--- src/rtl/traffic_light_monitor_pkg.sv ---
// traffic_light_monitor_pkg: lamp state encoding, fault codes and lamp decode shared by the monitor
package traffic_light_monitor_pkg;
    localparam logic [1:0] ST_RED    = 2'd0;
    localparam logic [1:0] ST_GREEN  = 2'd1;
    localparam logic [1:0] ST_YELLOW = 2'd2;
    localparam logic [1:0] ST_BAD    = 2'd3;

    localparam logic [2:0] FC_NONE         = 3'd0;
    localparam logic [2:0] FC_ONEHOT       = 3'd1;
    localparam logic [2:0] FC_CONFLICT     = 3'd2;
    localparam logic [2:0] FC_SEQ          = 3'd3;
    localparam logic [2:0] FC_SHORT_GREEN  = 3'd4;
    localparam logic [2:0] FC_SHORT_YELLOW = 3'd5;
    localparam logic [2:0] FC_STALL        = 3'd6;

    function automatic logic [1:0] decode_lamps(input logic r, input logic y, input logic g);
        return ({r, y, g} == 3'b100) ? ST_RED :
               ({r, y, g} == 3'b010) ? ST_YELLOW :
               ({r, y, g} == 3'b001) ? ST_GREEN : ST_BAD;
    endfunction
endpackage

--- src/rtl/traffic_light_monitor_lamp_dir_tracker.sv ---
// lamp_dir_tracker: decodes one direction's lamps, tracks its phase run length and flags
// illegal or too-short transitions against the previous sampled state.
module lamp_dir_tracker
    import traffic_light_monitor_pkg::*;
#(
    parameter int MIN_GREEN  = 5,
    parameter int MIN_YELLOW = 2,
    parameter int CNT_W      = 8
) (
    input  logic             clk,
    input  logic             rst,
    input  logic             r,
    input  logic             y,
    input  logic             g,
    input  logic             primed,
    output logic [1:0]       state,
    output logic [1:0]       prev_state,
    output logic [CNT_W-1:0] run,
    output logic             unq,
    output logic             bad,
    output logic             illegal,
    output logic             short_green,
    output logic             short_yellow,
    output logic             yellow_to_red
);
    logic [1:0]       prev_q, prev_d;
    logic [CNT_W-1:0] run_q, run_d;
    logic             unq_q, unq_d, changed, legal;

    always_comb begin
        state         = decode_lamps(r, y, g);
        changed       = primed && (state != prev_q);
        legal         = (prev_q == ST_RED    && state == ST_GREEN)  ||
                        (prev_q == ST_GREEN  && state == ST_YELLOW) ||
                        (prev_q == ST_YELLOW && state == ST_RED);
        bad           = state == ST_BAD;
        illegal       = changed && !legal;
        yellow_to_red = changed && prev_q == ST_YELLOW && state == ST_RED;
        // the first phase after reset has an unknown true length, so it is never duration-checked
        short_green   = changed && !unq_q && prev_q == ST_GREEN && state == ST_YELLOW &&
                        run_q < CNT_W'(MIN_GREEN);
        short_yellow  = yellow_to_red && !unq_q && run_q < CNT_W'(MIN_YELLOW);
        prev_d        = state;
        run_d         = (!primed || changed) ? CNT_W'(1) : (&run_q ? run_q : run_q + 1'b1);
        unq_d         = !primed ? 1'b1 : (changed ? 1'b0 : unq_q);
    end

    always_ff @(posedge clk or negedge rst) begin
        if (!rst) begin
            prev_q <= ST_RED;
            run_q  <= '0;
            unq_q  <= 1'b0;
        end else begin
            prev_q <= prev_d;
            run_q  <= run_d;
            unq_q  <= unq_d;
        end
    end

    assign prev_state = prev_q;
    assign run        = run_q;
    assign unq        = unq_q;
endmodule

--- src/rtl/traffic_light_monitor.sv ---
// traffic_light_monitor: passive lamp-side safety checker; latches the first fault code
// and counts completed NS green->yellow->red cycles.
module traffic_light_monitor
    import traffic_light_monitor_pkg::*;
#(
    parameter int MIN_GREEN  = 5,
    parameter int MIN_YELLOW = 2,
    parameter int MAX_HOLD   = 200,
    parameter int CNT_W      = 8
) (
    input  logic             clk,
    input  logic             rst,
    input  logic             clr,
    input  logic             ns_red,
    input  logic             ns_yellow,
    input  logic             ns_green,
    input  logic             ew_red,
    input  logic             ew_yellow,
    input  logic             ew_green,
    output logic             fault,
    output logic [2:0]       fault_code,
    output logic [CNT_W-1:0] ns_cycles
);
    logic [1:0]       ns_st, ew_st;
    logic             ns_bad, ns_ill, ns_sg, ns_sy, ns_y2r;
    logic             ew_bad, ew_ill, ew_sg, ew_sy, ew_y2r;
    logic             primed_q, fault_q, fault_d, pat_chg, stall, conflict, latch;
    logic [2:0]       code_q, code_d, code_new;
    logic [5:0]       pat_q, pat_d;
    logic [CNT_W-1:0] hold_q, hold_d, cyc_q, cyc_d;

    lamp_dir_tracker #(.MIN_GREEN(MIN_GREEN), .MIN_YELLOW(MIN_YELLOW), .CNT_W(CNT_W)) u_ns (
        .clk(clk), .rst(rst), .r(ns_red), .y(ns_yellow), .g(ns_green), .primed(primed_q),
        .state(ns_st), .prev_state(), .run(), .unq(), .bad(ns_bad), .illegal(ns_ill),
        .short_green(ns_sg), .short_yellow(ns_sy), .yellow_to_red(ns_y2r)
    );

    lamp_dir_tracker #(.MIN_GREEN(MIN_GREEN), .MIN_YELLOW(MIN_YELLOW), .CNT_W(CNT_W)) u_ew (
        .clk(clk), .rst(rst), .r(ew_red), .y(ew_yellow), .g(ew_green), .primed(primed_q),
        .state(ew_st), .prev_state(), .run(), .unq(), .bad(ew_bad), .illegal(ew_ill),
        .short_green(ew_sg), .short_yellow(ew_sy), .yellow_to_red(ew_y2r)
    );

    always_comb begin
        pat_d    = {ns_red, ns_yellow, ns_green, ew_red, ew_yellow, ew_green};
        pat_chg  = !primed_q || (pat_d != pat_q);
        hold_d   = pat_chg ? CNT_W'(1) : (&hold_q ? hold_q : hold_q + 1'b1);
        stall    = !pat_chg && (hold_d == CNT_W'(MAX_HOLD));
        conflict = (ns_st != ST_RED) && (ew_st != ST_RED);
        code_new = (ns_bad || ew_bad) ? FC_ONEHOT :
                   conflict           ? FC_CONFLICT :
                   (ns_ill || ew_ill) ? FC_SEQ :
                   (ns_sg || ew_sg)   ? FC_SHORT_GREEN :
                   (ns_sy || ew_sy)   ? FC_SHORT_YELLOW :
                   stall              ? FC_STALL : FC_NONE;
        // a fresh fault beats clr, so clearing never hides a violation seen in the same cycle
        latch    = (code_new != FC_NONE) && (!fault_q || clr);
        fault_d  = latch ? 1'b1 : (clr ? 1'b0 : fault_q);
        code_d   = latch ? code_new : (clr ? FC_NONE : code_q);
        cyc_d    = cyc_q + CNT_W'(ns_y2r);
    end

    always_ff @(posedge clk or negedge rst) begin
        if (!rst) begin
            primed_q <= 1'b0;
            fault_q  <= 1'b0;
            code_q   <= FC_NONE;
            pat_q    <= '0;
            hold_q   <= '0;
            cyc_q    <= '0;
        end else begin
            primed_q <= 1'b1;
            fault_q  <= fault_d;
            code_q   <= code_d;
            pat_q    <= pat_d;
            hold_q   <= hold_d;
            cyc_q    <= cyc_d;
        end
    end

    assign fault      = fault_q;
    assign fault_code = code_q;
    assign ns_cycles  = cyc_q;
endmodule

--- config.mk ---
export PLATFORM = sky130hd
export DESIGN_NAME = traffic_light_monitor
export DESIGN_NICKNAME = d
export VERILOG_FILES = /design/src/rtl/traffic_light_monitor_pkg.sv /design/src/rtl/traffic_light_monitor_lamp_dir_tracker.sv /design/src/rtl/traffic_light_monitor.sv
export SDC_FILE = /design/constraint.sdc
export NUM_CORES = 1
export LEC_CHECK = 0
export BUFFER_PORTS_ARGS = -buffer_cell sky130_fd_sc_hd__clkbuf_2
export CAP_MARGIN = 20
export CORE_ASPECT_RATIO = 0.5
export CORE_MARGIN = 10
export CORE_UTILIZATION = 45
export CTS_CLUSTER_DIAMETER = 50
export DETAILED_ROUTE_END_ITERATION = 10
export GPL_TIMING_DRIVEN = 0
export SETUP_SLACK_MARGIN = 0.3
export SKIP_CTS_REPAIR_TIMING = 1
export SLEW_MARGIN = 30
export SYNTH_ARGS = -nofsm -noshare
export SYNTH_HDL_FRONTEND = slang
export SYNTH_SLANG_ARGS = --single-unit
--- constraint.sdc ---
create_clock -name clk -period 4.2 [get_ports clk]
set_input_delay 0.42 -clock clk [delete_from_list [all_inputs] [get_ports clk]]
set_output_delay 0.42 -clock clk [all_outputs]
set_load 0.02 [all_outputs]
==> results.toml <==
[outcome]
status = "completed"

[floorplan]
die_area_sq_um = 9840
die_y_um = 75.3
die_w_um = 131
initial_utilization_pct = 45.9
core_area_sq_um = 6010
boundaryPins = 21
fp-row-count = 20

[timing]
tightest_slew_ns = 0.947
relSlewSlack_pct = 36.3
period_minus_slack_ns = 2.52
skew_ns = 0.00504
grt_setup_unrepaired = "false"
hold_violations = 0
final_max_slew_viol_count = 0
fmax_mhz = 397
fin_ws_ns = 1.68
setup_viol = 0
fin_crit_sh_pct = 59.9
fin_tns_setup_ns = 0

[clock_network]
htree_levels = 2
clk_latency_ns = 0.28
cts_sinks = 49
cts-root-buf = "clkbuf_16"
clock_path_buffers = 2
path_clk_slew_ns = 0.06
tritoncts = "yes"
cts_buffers = 5

[logic_synthesis]
ys_ff_latch = 49
synthesis.nets = 310
synth-compound-area-share_pct = 10.6
synth-xor-area-share_pct = 9.85
synth_area_per_cell_sq_um = 9.37
ys_seq_area_share_pct = 44.5
ys_types = 51
synth-edff-count = 0
syn_area_sq_um = 2760
synth_flop_cell = "dfrtp_1"
synthCells = 294
muxShareOfSynthArea_pct = 0.409
yosysWarnings = 0
synth_async_sr_flop_share_pct = 100
synth_top_family_by_area = "simple AND/OR/NAND/NOR gates"
synthSimpleGateAreaFrac_pct = 25.7
synth-adder-area-share_pct = 3.91

[grt]
antenna_found_initial = 0
grt_pass1_vias = 2048
grt_overflow_total = 0
grt_pass1_wl_um = 9820
grt_max_degree = 50
grt_util_all_layers_pct = 12.2

[power_and_ir_drop]
total_power_mw = 1.04
p_int_mw = 0.780
p_sw_mw = 0.257
p_clk_share_pct = 37.5
p_per_area_nw_per_um2 = 335
swShare_pct = 24.8
p_seq_share_pct = 49.1
leakagePower_nw = 1.34
peakVddDrop_v = 0.000160
p_comb_share_pct = 13.5

[flow_run]
drv_cap = 0

[routing]
wl_um = 5580
detail_route.wl_per_cell_um = 14.0
vias = 2185
post-route-drc-count = 0
drt-vias-per-instance = 5.49
drt_pre_antenna_iters = 4
postRouteAntennaNets = 0
initialDrtViolationCount = 133

[placed_design]
detailed_place_hpwl_um = 4080
dp_worst_setup_slack_ns = 1.65
postPlaceCellArea_sq_um = 2950
gp_congestion = 0.803
portBuffers = 20

[worst_setup_path]
cp-end-kind = "flip-flop"
r2r_setup_slack_ns = 1.68
worstPathRequired_ns = 4.36
timing_worst_setup_path_type = "reg2reg"
crit_path_start_kind = "flip-flop"
cp_max_fo = 8
r2r-end = "fault_code[1]$_DFFE_PN0P_"
r2r-start = "hold_q[0]$_DFF_PN0_"
reg2reg_depth = 7
arrival_ns = 2.68

[cells_and_area]
syn_to_final_growth_pct = 12.4
fillers = 583
diodes = 0
fin_util_pct = 51.6
drive_gt1_share_pct = 13.7
num-nets-final = 337
final_area_sq_um = 3100

[worst_hold_path]
min_path_type = "in2async"
-- cell usage after synthesis, types with 2 or more instances --
master	instances	share of area [%]
dfrtp_1	49	45
nor2_1	32	4.4
nand2_1	18	2.5
xor2_1	18	5.7
nand3_1	17	3.1
inv_1	13	1.8
xnor2_1	13	4.1
a21oi_1	11	2.0
nand4_1	11	2.5
buf_2	10	1.8
nor3_1	10	1.8
nand2b_1	8	1.8
ha_1	7	3.2
o21ai_0	7	1.3
nor2b_1	6	1.4
nor4b_1	6	1.9
and3_1	5	1.1
and4_1	4	1.3
a211oi_1	3	0.82
clkbuf_1	3	0.41
o21a_1	3	0.82
a221oi_1	2	0.64
a22oi_1	2	0.54
a311oi_1	2	0.64
maj3_1	2	0.73
nor4_1	2	0.45
o22ai_1	2	0.45
o31a_1	2	0.64
or3_1	2	0.45
or4_1	2	0.54
or4_4	2	0.82
-- cell families (layout without fill, tap and decap cells) --
kind of cell	Yosys count	after routing
AO/OA/AOI/OAI	43	43
XOR/XNOR	31	31
adder cells (fa/ha/maj)	9	9
buffers and inverters	29	56
flip-flops	49	49
multiplexers	1	1
other	1	1
AND/OR/NAND/NOR	131	131
-- through the flow --
| step | instances | hold slack [ns] |
|---|---|---|
| floorplan | 294 | 0.124 |
| global placement | 391 | 0.463 |
| detailed placement | 391 | 0.467 |
| CTS | 398 | 0.233 |
| global route | 398 | 0.269 |
| finish | 398 | 0.192 |
-- power by group through the flow --
stage                     sequential, mW  combinational, mW  clock (mW)
final                              0.509              0.140       0.389
after global routing               0.511              0.158       0.426
after CTS                          0.509              0.142       0.410
after detailed placement           0.518              0.142           0
after global placement             0.516              0.137           0
after floorplan                    0.526             0.0838           0
-- cells in the final DEF, fill, tap and decap left out, types with 3 or more instances in the layout --
cell type	n
a211oi_1	3
a21oi_1	11
and3_1	5
and4_1	4
buf_2	10
clkbuf_1	4
clkbuf_16	5
clkbuf_2	20
dfrtp_1	49
ha_1	7
inv_1	13
nand2_1	18
nand2b_1	8
nand3_1	17
nand4_1	11
nor2_1	32
nor2b_1	6
nor3_1	10
nor4b_1	6
o21a_1	3
o21ai_0	7
xnor2_1	13
xor2_1	18
-- sequential cells by signal, summed over array words and instances (netlist names) --
signal           flops
fault                1
fault_code           3
hold_q               8
ns_cycles            8
pat_q                6
primed_q             1
u_ew.prev_state      2
u_ew.run             8
u_ew.unq             1
u_ns.prev_state      2
u_ns.run             8
u_ns.unq             1
-- layout make-up --
class                      count  area, sq um  share of cell area [%]
buffer                        16         85.1                    2.75
clock buffer                   7          143                    4.61
inverter                      13         48.8                    1.58
multi-input combinational    216         1400                    45.1
sequential                    49         1230                    39.6
tap                           77         96.3                    3.11
timing repair buffer          20          103                    3.31
-- critical path, cell delays in order (launching register included) --
cell and delay, ns:
dfrtp_1 0.42, ha_1 0.30, and4_1 0.25, and4b_1 0.19, or4_4 0.50, o311a_1 0.39
a31oi_1 0.24, o32ai_1 0.10
-- per-layer routing --
layer	track usage, %	vias up	wire length [um]	share of wire, %
met3	3.19	4	347	6.2
met4	2.57	0	31	0.56
met1	16.8	1048	2720	49
met5	0	-	0	0
met2	19.0	42	2480	44
li1	-	1091	-	-
-- worst max path at each step --
stage                                   start                         to  slack (ns)  depth (start not counted)
after global placement               ns_green  fault_code[0]$_DFFE_PN0P_        1.67                          6
after CTS                 hold_q[0]$_DFF_PN0_  fault_code[1]$_DFFE_PN0P_        1.67                          7
after global routing      hold_q[0]$_DFF_PN0_  fault_code[1]$_DFFE_PN0P_        1.54                          7
final                     hold_q[0]$_DFF_PN0_  fault_code[1]$_DFFE_PN0P_        1.68                          7
after detailed placement             ns_green  fault_code[0]$_DFFE_PN0P_        1.65                          6
after floorplan           hold_q[0]$_DFF_PN0_  fault_code[1]$_DFFE_PN0P_        1.89                          7
(Power assumes the default switching activity.)
